### src/rtl/instr_enc_pkg.sv
// Shared types and constants for the RV32I I/S/B instruction encoder.
package instr_enc_pkg;

    typedef enum logic [1:0] {
        FMT_I   = 2'b00,
        FMT_S   = 2'b01,
        FMT_B   = 2'b10,
        FMT_RSV = 2'b11
    } fmt_e;

    localparam logic [6:0] OP_I = 7'b0010011;
    localparam logic [6:0] OP_S = 7'b0100011;
    localparam logic [6:0] OP_B = 7'b1100011;

    typedef enum logic [1:0] {
        ST_IDLE,
        ST_ENCODE,
        ST_WRITE
    } state_e;

    localparam logic signed [31:0] IMM12_MIN = -32'sd2048;
    localparam logic signed [31:0] IMM12_MAX = 32'sd2047;
    localparam logic signed [31:0] IMM13_MIN = -32'sd4096;
    localparam logic signed [31:0] IMM13_MAX = 32'sd4094;

    typedef struct packed {
        fmt_e        fmt;
        logic [2:0]  funct3;
        logic [4:0]  rd;
        logic [4:0]  rs1;
        logic [4:0]  rs2;
        logic [31:0] imm;
    } fields_t;

    // B offsets must also be even: bit 0 has no slot in the encoding.
    function automatic logic imm_out_of_range(fmt_e fmt, logic [31:0] imm);
        logic signed [31:0] s;
        logic               bad;
        s   = $signed(imm);
        bad = 1'b0;
        case (fmt)
            FMT_I, FMT_S: bad = (s < IMM12_MIN) || (s > IMM12_MAX);
            FMT_B:        bad = (s < IMM13_MIN) || (s > IMM13_MAX) || imm[0];
            default:      bad = 1'b0;
        endcase
        return bad;
    endfunction

endpackage

### src/rtl/instr_encoder_if.sv
// Field-bundle input handshake plus instruction-memory write port of the encoder.
interface instr_encoder_if #(
    parameter int ERR_CNT_W = 8
);
    logic                 in_valid;
    logic                 in_ready;
    logic [1:0]           in_fmt;
    logic [2:0]           in_funct3;
    logic [4:0]           in_rd;
    logic [4:0]           in_rs1;
    logic [4:0]           in_rs2;
    logic [31:0]          in_imm;
    logic                 flush;
    logic                 mem_we;
    logic                 mem_ready;
    logic [31:0]          mem_addr;
    logic [31:0]          mem_wdata;
    logic                 err;
    logic [ERR_CNT_W-1:0] err_cnt;

    modport master (
        output in_valid, in_fmt, in_funct3, in_rd, in_rs1, in_rs2, in_imm, flush, mem_ready,
        input  in_ready, mem_we, mem_addr, mem_wdata, err, err_cnt
    );

    modport slave (
        input  in_valid, in_fmt, in_funct3, in_rd, in_rs1, in_rs2, in_imm, flush, mem_ready,
        output in_ready, mem_we, mem_addr, mem_wdata, err, err_cnt
    );
endinterface

### src/rtl/instr_pack.sv
// Combinational packer: captured fields -> RV32I I/S/B word plus immediate range-fail flag.
// Range checking is compiled in only when IMM_RANGE_CHECK_EN is defined.
module instr_pack
    import instr_enc_pkg::*;
(
    input  fields_t     f,
    output logic [31:0] word,
    output logic        range_fail
);

    always_comb begin
        word = '0;
        case (f.fmt)
            FMT_I:   word = {f.imm[11:0], f.rs1, f.funct3, f.rd, OP_I};
            FMT_S:   word = {f.imm[11:5], f.rs2, f.rs1, f.funct3, f.imm[4:0], OP_S};
            FMT_B:   word = {f.imm[12], f.imm[10:5], f.rs2, f.rs1, f.funct3,
                             f.imm[4:1], f.imm[11], OP_B};
            default: word = '0;
        endcase
    end

`ifdef IMM_RANGE_CHECK_EN
    assign range_fail = imm_out_of_range(f.fmt, f.imm);
`else
    // Without checking, the upper immediate bits are simply truncated away.
    logic unused_imm_hi;
    assign unused_imm_hi = ^f.imm[31:13];
    assign range_fail    = 1'b0;
`endif

endmodule

### src/rtl/instr_encoder.sv
// Sequential RV32I encoder: accept -> encode (1 cycle) -> write until mem_ready; err/mem_we one cycle after accept.
// in_ready only in IDLE, so memory backpressure stalls intake. IMM_RANGE_CHECK_EN enables immediate rejection.
module instr_encoder
    import instr_enc_pkg::*;
#(
    parameter logic [31:0] BASE_ADDR = 32'h0000_0000,
    parameter int          ERR_CNT_W = 8
) (
    input  logic            clk,
    input  logic            reset,
    instr_encoder_if.slave  bus
);

    state_e                 state_q, state_d;
    fields_t                fields_q, fields_d;
    logic [31:0]            wdata_q, wdata_d;
    logic [31:0]            addr_q, addr_d;
    logic                   we_q, we_d;
    logic                   err_q, err_d;
    logic [ERR_CNT_W-1:0]   err_cnt_q, err_cnt_d;
    logic                   in_ready_q, in_ready_d;

    logic [31:0]            packed_word;
    logic                   range_fail;
    logic                   reject;

    instr_pack u_pack (
        .f          (fields_q),
        .word       (packed_word),
        .range_fail (range_fail)
    );

    assign reject = (fields_q.fmt == FMT_RSV) || range_fail;

    always_comb begin
        state_d   = state_q;
        fields_d  = fields_q;
        wdata_d   = wdata_q;
        addr_d    = addr_q;
        we_d      = we_q;
        err_d     = 1'b0;
        err_cnt_d = err_cnt_q;

        if (bus.flush) begin
            state_d = ST_IDLE;
            we_d    = 1'b0;
            addr_d  = BASE_ADDR;
        end else begin
            case (state_q)
                ST_IDLE: begin
                    if (bus.in_valid && in_ready_q) begin
                        fields_d.fmt    = fmt_e'(bus.in_fmt);
                        fields_d.funct3 = bus.in_funct3;
                        fields_d.rd     = bus.in_rd;
                        fields_d.rs1    = bus.in_rs1;
                        fields_d.rs2    = bus.in_rs2;
                        fields_d.imm    = bus.in_imm;
                        state_d         = ST_ENCODE;
                    end
                end
                ST_ENCODE: begin
                    if (reject) begin
                        err_d = 1'b1;
                        if (err_cnt_q != '1)
                            err_cnt_d = err_cnt_q + ERR_CNT_W'(1);
                        state_d = ST_IDLE;
                    end else begin
                        wdata_d = packed_word;
                        we_d    = 1'b1;
                        state_d = ST_WRITE;
                    end
                end
                ST_WRITE: begin
                    if (bus.mem_ready) begin
                        we_d    = 1'b0;
                        addr_d  = addr_q + 32'd4;
                        state_d = ST_IDLE;
                    end
                end
                default: state_d = ST_IDLE;
            endcase
        end

        // Registered so mem_ready never reaches in_ready combinationally.
        in_ready_d = (state_d == ST_IDLE);
    end

    always_ff @(posedge clk or posedge reset) begin
        if (reset) begin
            state_q    <= ST_IDLE;
            fields_q   <= '0;
            wdata_q    <= '0;
            addr_q     <= BASE_ADDR;
            we_q       <= 1'b0;
            err_q      <= 1'b0;
            err_cnt_q  <= '0;
            in_ready_q <= 1'b0;
        end else begin
            state_q    <= state_d;
            fields_q   <= fields_d;
            wdata_q    <= wdata_d;
            addr_q     <= addr_d;
            we_q       <= we_d;
            err_q      <= err_d;
            err_cnt_q  <= err_cnt_d;
            in_ready_q <= in_ready_d;
        end
    end

    assign bus.in_ready  = in_ready_q;
    assign bus.mem_we    = we_q;
    assign bus.mem_addr  = addr_q;
    assign bus.mem_wdata = wdata_q;
    assign bus.err       = err_q;
    assign bus.err_cnt   = err_cnt_q;

endmodule

### src/flat_wrapper.sv
// flat-port wrapper written by rule: the top's interface ports become plain ports
module instr_encoder_flat import instr_enc_pkg::*;
#(
    parameter logic [31:0] BASE_ADDR = 32'h0000_0000,
    parameter int          ERR_CNT_W = 8
)
  (clk, reset, bus_in_valid, bus_in_fmt, bus_in_funct3, bus_in_rd, bus_in_rs1, bus_in_rs2, bus_in_imm, bus_flush, bus_mem_ready, bus_in_ready, bus_mem_we, bus_mem_addr, bus_mem_wdata, bus_err, bus_err_cnt);
  instr_encoder_if #(.ERR_CNT_W(ERR_CNT_W)) bus_i ();
  input  logic clk;
  input  logic reset;
  input wire logic [$bits(bus_i.in_valid)-1:0] bus_in_valid;
  input wire logic [$bits(bus_i.in_fmt)-1:0] bus_in_fmt;
  input wire logic [$bits(bus_i.in_funct3)-1:0] bus_in_funct3;
  input wire logic [$bits(bus_i.in_rd)-1:0] bus_in_rd;
  input wire logic [$bits(bus_i.in_rs1)-1:0] bus_in_rs1;
  input wire logic [$bits(bus_i.in_rs2)-1:0] bus_in_rs2;
  input wire logic [$bits(bus_i.in_imm)-1:0] bus_in_imm;
  input wire logic [$bits(bus_i.flush)-1:0] bus_flush;
  input wire logic [$bits(bus_i.mem_ready)-1:0] bus_mem_ready;
  output wire logic [$bits(bus_i.in_ready)-1:0] bus_in_ready;
  output wire logic [$bits(bus_i.mem_we)-1:0] bus_mem_we;
  output wire logic [$bits(bus_i.mem_addr)-1:0] bus_mem_addr;
  output wire logic [$bits(bus_i.mem_wdata)-1:0] bus_mem_wdata;
  output wire logic [$bits(bus_i.err)-1:0] bus_err;
  output wire logic [$bits(bus_i.err_cnt)-1:0] bus_err_cnt;
  assign bus_i.in_valid = bus_in_valid;
  assign bus_i.in_fmt = bus_in_fmt;
  assign bus_i.in_funct3 = bus_in_funct3;
  assign bus_i.in_rd = bus_in_rd;
  assign bus_i.in_rs1 = bus_in_rs1;
  assign bus_i.in_rs2 = bus_in_rs2;
  assign bus_i.in_imm = bus_in_imm;
  assign bus_i.flush = bus_flush;
  assign bus_i.mem_ready = bus_mem_ready;
  assign bus_in_ready = bus_i.in_ready;
  assign bus_mem_we = bus_i.mem_we;
  assign bus_mem_addr = bus_i.mem_addr;
  assign bus_mem_wdata = bus_i.mem_wdata;
  assign bus_err = bus_i.err;
  assign bus_err_cnt = bus_i.err_cnt;
  instr_encoder #(.BASE_ADDR(BASE_ADDR), .ERR_CNT_W(ERR_CNT_W)) u_core (.clk(clk), .reset(reset), .bus(bus_i));
endmodule
### config.mk
export PLATFORM = sky130hd
export DESIGN_NAME = instr_encoder_flat
export DESIGN_NICKNAME = d
export VERILOG_FILES = /design/src/rtl/instr_enc_pkg.sv /design/src/rtl/instr_encoder_if.sv /design/src/rtl/instr_pack.sv /design/src/rtl/instr_encoder.sv /design/src/flat_wrapper.sv
export SDC_FILE = /design/constraint.sdc
export NUM_CORES = 1
export LEC_CHECK = 0
export ABC_AREA = 1
export BUFFER_PORTS_ARGS = -buffer_cell sky130_fd_sc_hd__buf_2
export CELL_PAD_IN_SITES_DETAIL_PLACEMENT = 0
export CELL_PAD_IN_SITES_GLOBAL_PLACEMENT = 1
export CORE_UTILIZATION = 30
export CTS_BUF_LIST = sky130_fd_sc_hd__clkbuf_16
export DETAILED_ROUTE_END_ITERATION = 16
export MAX_ROUTING_LAYER = met4
export PLACE_DENSITY_LB_ADDON = 0.1
export SYNTH_ARGS = -nofsm -noshare
export SYNTH_HDL_FRONTEND = slang
export SYNTH_HIERARCHICAL = 1
export SYNTH_SLANG_ARGS = --single-unit
### constraint.sdc
create_clock -name clk -period 5.39 [get_ports clk]
set_input_delay 0.8085 -clock clk [delete_from_list [all_inputs] [get_ports clk]]
set_output_delay 0.8085 -clock clk [all_outputs]
set_load 0.01 [all_outputs]
[Word level (Yosys, flattened, before mapping)]
Index checks and enable logic that the tools add are counted.
Storage, ports and cells
  bits in registers: 110
  bits of input ports: 57
  output and inout bits: 75
Operators by class
  add/sub/neg operators: 2
  eq/ne operators: 8
  multiplexer cells: 16
  bitwise operators: 2
  reduce and logical (&&, ||, !) cells: 12
Operators with widths (count)
  $mux 32: 3
  $pmux 32 s3: 1
  $add 32x3->32 const B: 1
  $reduce_and 3->1: 3
  $add 8x1->8 const B: 1
  $mux 2: 4
  $ne 8x8->1 const B: 1
  $eq 2x2->1 const B: 3
  $logic_not 2->1: 3
  $mux 1: 6
  $ne 3x3->1 const B: 2
  $pmux 2 s3: 1
  $eq 2x1->1 const B: 2
  $reduce_and 4->1: 1
  $reduce_bool 2->1: 2
  $reduce_bool 3->1: 1
  $not 1->1: 2
  $pmux 1 s2: 1
  $reduce_and 2->1: 1
  $logic_and 1x1->1: 1

[Longest topological paths before layout]
  depth in word-level cells: 5
  mapped depth: 10
  mapped depth without buffers: 9

[Cells and area by module]
Netlist, hierarchy kept.
Modules (own cells, without submodules)
  instr_encoder: times used 1, cells an instance 669, area an instance 5542.8 um^2, sequential area each 3178.0 um^2
  instr_pack: times used 1, cells an instance 175, area an instance 922.1 um^2, sequential area each 0.0 um^2

[Worst setup path before layout]
Ideal clock, no wire load.
  path type: input to register
  from: input bus_mem_ready
  to: register u_core.addr_q[29], in the netlist u_core/bus.mem_addr[29]
  setup time: 0.119 ns
  arrival: 1.484 ns
  data required time: 5.271 ns
  path slack: 3.787 ns
  stages on the path: 8
  path buffers: 1
  path through: nand3_1 > nand2_2 > buf_6 > nand3_2 > nor2_4 > nand3_1 > nand2_1 > nor2_1
On the way
  cells in the longest elaborated chain, start to end: 2
Ends and longest elaborated chain
  start, declared: RTL line flat_wrapper.sv:19  | input wire logic [$bits(bus_i.mem_ready)-1:0] bus_mem_ready;
  $reduce_bool 2->1 (no line)
  $reduce_and 2->1 (no line)
  end signal, assigned: RTL line instr_encoder.sv:102  | addr_q <= addr_d;
  end, declared: RTL line instr_encoder.sv:17  | logic [31:0] addr_q, addr_d;
Every way passes these cells.
A chain may end at the register's enable or synchronous reset.

[Worst setup path in the final report]
  from: input bus_flush
  to: register u_core/fields_q[4] (netlist name)
On the way
  cells in the longest elaborated chain, start to end: 2
Ends and longest elaborated chain
  start, declared: RTL line flat_wrapper.sv:18  | input wire logic [$bits(bus_i.flush)-1:0] bus_flush;
  $not 1->1 (no line)
  $reduce_and 3->1 (no line)
  end signal, assigned: RTL line instr_encoder.sv:100  | fields_q <= fields_d;
  end, declared: RTL line instr_encoder.sv:15  | fields_t fields_q, fields_d;
Every way passes these cells.

==> impl_metrics.tcl <==
set metrics [dict create \
    status "completed" \
    die_w_um 140.7 \
    avgViaCountPerCell 4.433 \
    hold_violations 0 \
    dp.cells 1079 \
    start_util_pct 30.75 \
    tns_ps 0 \
    synthCells 767 \
    arrival_ps 2940 \
    drtIter0Drc 238 \
    final_cell_area_um2 6674 \
    r2r_cells 5 \
    avgSynthCellArea_um2 7.525 \
    cap_violations 0 \
    h-tree-depth 3 \
    min_period_ps 2641 \
    root_buffer "clkbuf_16" \
    area_delta_synth_final_pct 15.63 \
    dp_hpwl_um 9876 \
    drc 0 \
    worstMarginPinSlew_ps 1221 \
    finalSetupViolCount 0 \
    die_height_um 140.7 \
    crit_path_max_incr_delay_ps 880 \
    gp_congestion 0.7753 \
    route.final.wire_length_um 14450 \
    wire_per_inst_um 13.20 \
    hold_ws_ps 479.4 \
    antenna_left 0 \
    track_usage_pct 15.54 \
    hold_depth 2 \
    post_cts_buffers 0 \
    fin_skew_ps 7.902 \
    crit_path_top_delay_cell "inv_2" \
    postCtsResizedCells 0 \
    clock.fmax_ghz 0.3787 \
    numPortBuffers 110 \
    cts_made_buffers 9 \
    row_count 50 \
    synth_warnings 6 \
    hold_buffers 0 \
    path_cells "buf_2, nor2_1, nand4_2, inv_2, nand2_1, nand2_1" \
    critPathBufInv 2 \
    placed_area_um2 6367 \
    crit_top_cell "nand2_1" \
    via_count 4854 \
    antenna_found_initial 0 \
    netlist_area_um2 5772 \
    min_path_type "reg -> reg" \
    grt_max_degree 68 \
    ios 132 \
    cp_top_family "simple AND/OR/NAND/NOR gates" \
    first_pass_iters 4 \
    grt_first_pass_wirelength_um 23520 \
    relSlewSlack_pct 18.61 \
    dieArea_um2 19800 \
    nets 921 \
    overflow 0 \
    clkSinkCount 108 \
    required_ps 5680 \
    clk_pin_slew_ps 70 \
    start_kind "input pin" \
    crit_fanout 35 \
    worst-path-stages 6 \
    final_max_slew_viol_count 0 \
    coreArea_um2 18770 \
    num_antenna_cells 0 \
    ir_drop_mv 0.1413 \
    drive_above_1_share_pct 20.09 \
    clk_latency_ps 350 \
    path_class "in -> reg" \
    cts-root-to-sink-buffers 2 \
    p_per_area_nw_per_um2 373.0 \
    layout.cells.non_filler 1095 \
    min_period_over_period_pct 49.00 \
    cp-end-kind "flop" \
    rsz0062_at_grt "no" \
    cts_tree "done" \
    p_leak_nw 3.610 \
    grt_pass1_vias 4660 \
]
layout make-up:
| cell class | instances | area, um^2 |
|---|---|---|
| inverter | 87 | 329.1 |
| timing repair buffer | 112 | 565.5 |
| multi-input combinational | 538 | 2477 |
| clock inverter | 7 | 81.33 |
| fill | 2045 | 12090 |
| clock buffer | 9 | 225.2 |
| sequential | 108 | 2703 |
| tap | 234 | 292.8 |
worst reg2reg max path, stage by stage (launching register included):
cell	delay, ps
dfrtp_1	420
nor2_1	120
nand4_2	750
inv_2	900
nand2_1	160
nand2_1	90
metal layers:
layer,part of all wire (%),global-route usage [%]
met5,0,-
met4,1.4,5.320
met3,2.8,2.174
met2,45,24.69
met1,50,20.33
placed cells by master, fill, tap and decap left out, drive strengths merged:
cell type,instances
xnor2,1
or2,1
dfrtp,108
buf,112
inv,87
a21oi,25
nand3b,1
xor2,6
nor2,68
clkbuf,9
nand2,313
conb,5
nor3,4
o21ai,46
nand3,55
clkinv,5
a31oi,1
bufinv,2
nand4,4
ha,8
final timing paths:
| path | endpoint | start | slack [ps] |
|---|---|---|---|
| max | u_core/fields_q[4] | bus_flush | 2750 |
| min | u_core/bus.mem_wdata[3] | u_core/bus.mem_wdata[3] | 480 |
| max reg2reg | u_core/fields_q[4] | u_core/state_q[0] | 2900 |
| max in group asynchronous | u_core/fields_q[41] | reset | 3650 |
| min in group asynchronous | u_core/bus.err_cnt[5] | reset | 630 |
| min reg2reg | u_core/bus.mem_wdata[3] | u_core/bus.mem_wdata[3] | 480 |
power by group:
part / internal (mW) / total, mW / switching [mW]
Sequential: 0.983 / 1.11 / 0.123
Combinational: 0.257 / 0.676 / 0.419
Clock: 0.402 / 0.708 / 0.306
Total: 1.64 / 2.49 / 0.848
flip-flops by register name, indices dropped and copies added (netlist names):
signal / count
u_core/fields_q: 33
u_core/bus.mem_wdata: 32
u_core/bus.mem_addr: 30
u_core/bus.err_cnt: 8
u_core/state_q: 2
u_core/bus.err: 1
u_core/bus.in_ready: 1
u_core/bus.mem_we: 1
through the flow:
| step | util (%) | total power [mW] | worst slack [ps] |
|---|---|---|---|
| floorplan | - | 1.595 | 1736 |
| global placement | 33.93 | 1.800 | 2294 |
| detailed placement | 33.93 | 1.815 | 2268 |
| CTS | 35.56 | 2.544 | 2649 |
| global route | 35.56 | 2.683 | 2424 |
| finish | 35.56 | 2.490 | 2749 |
(Power assumes the default switching activity.)
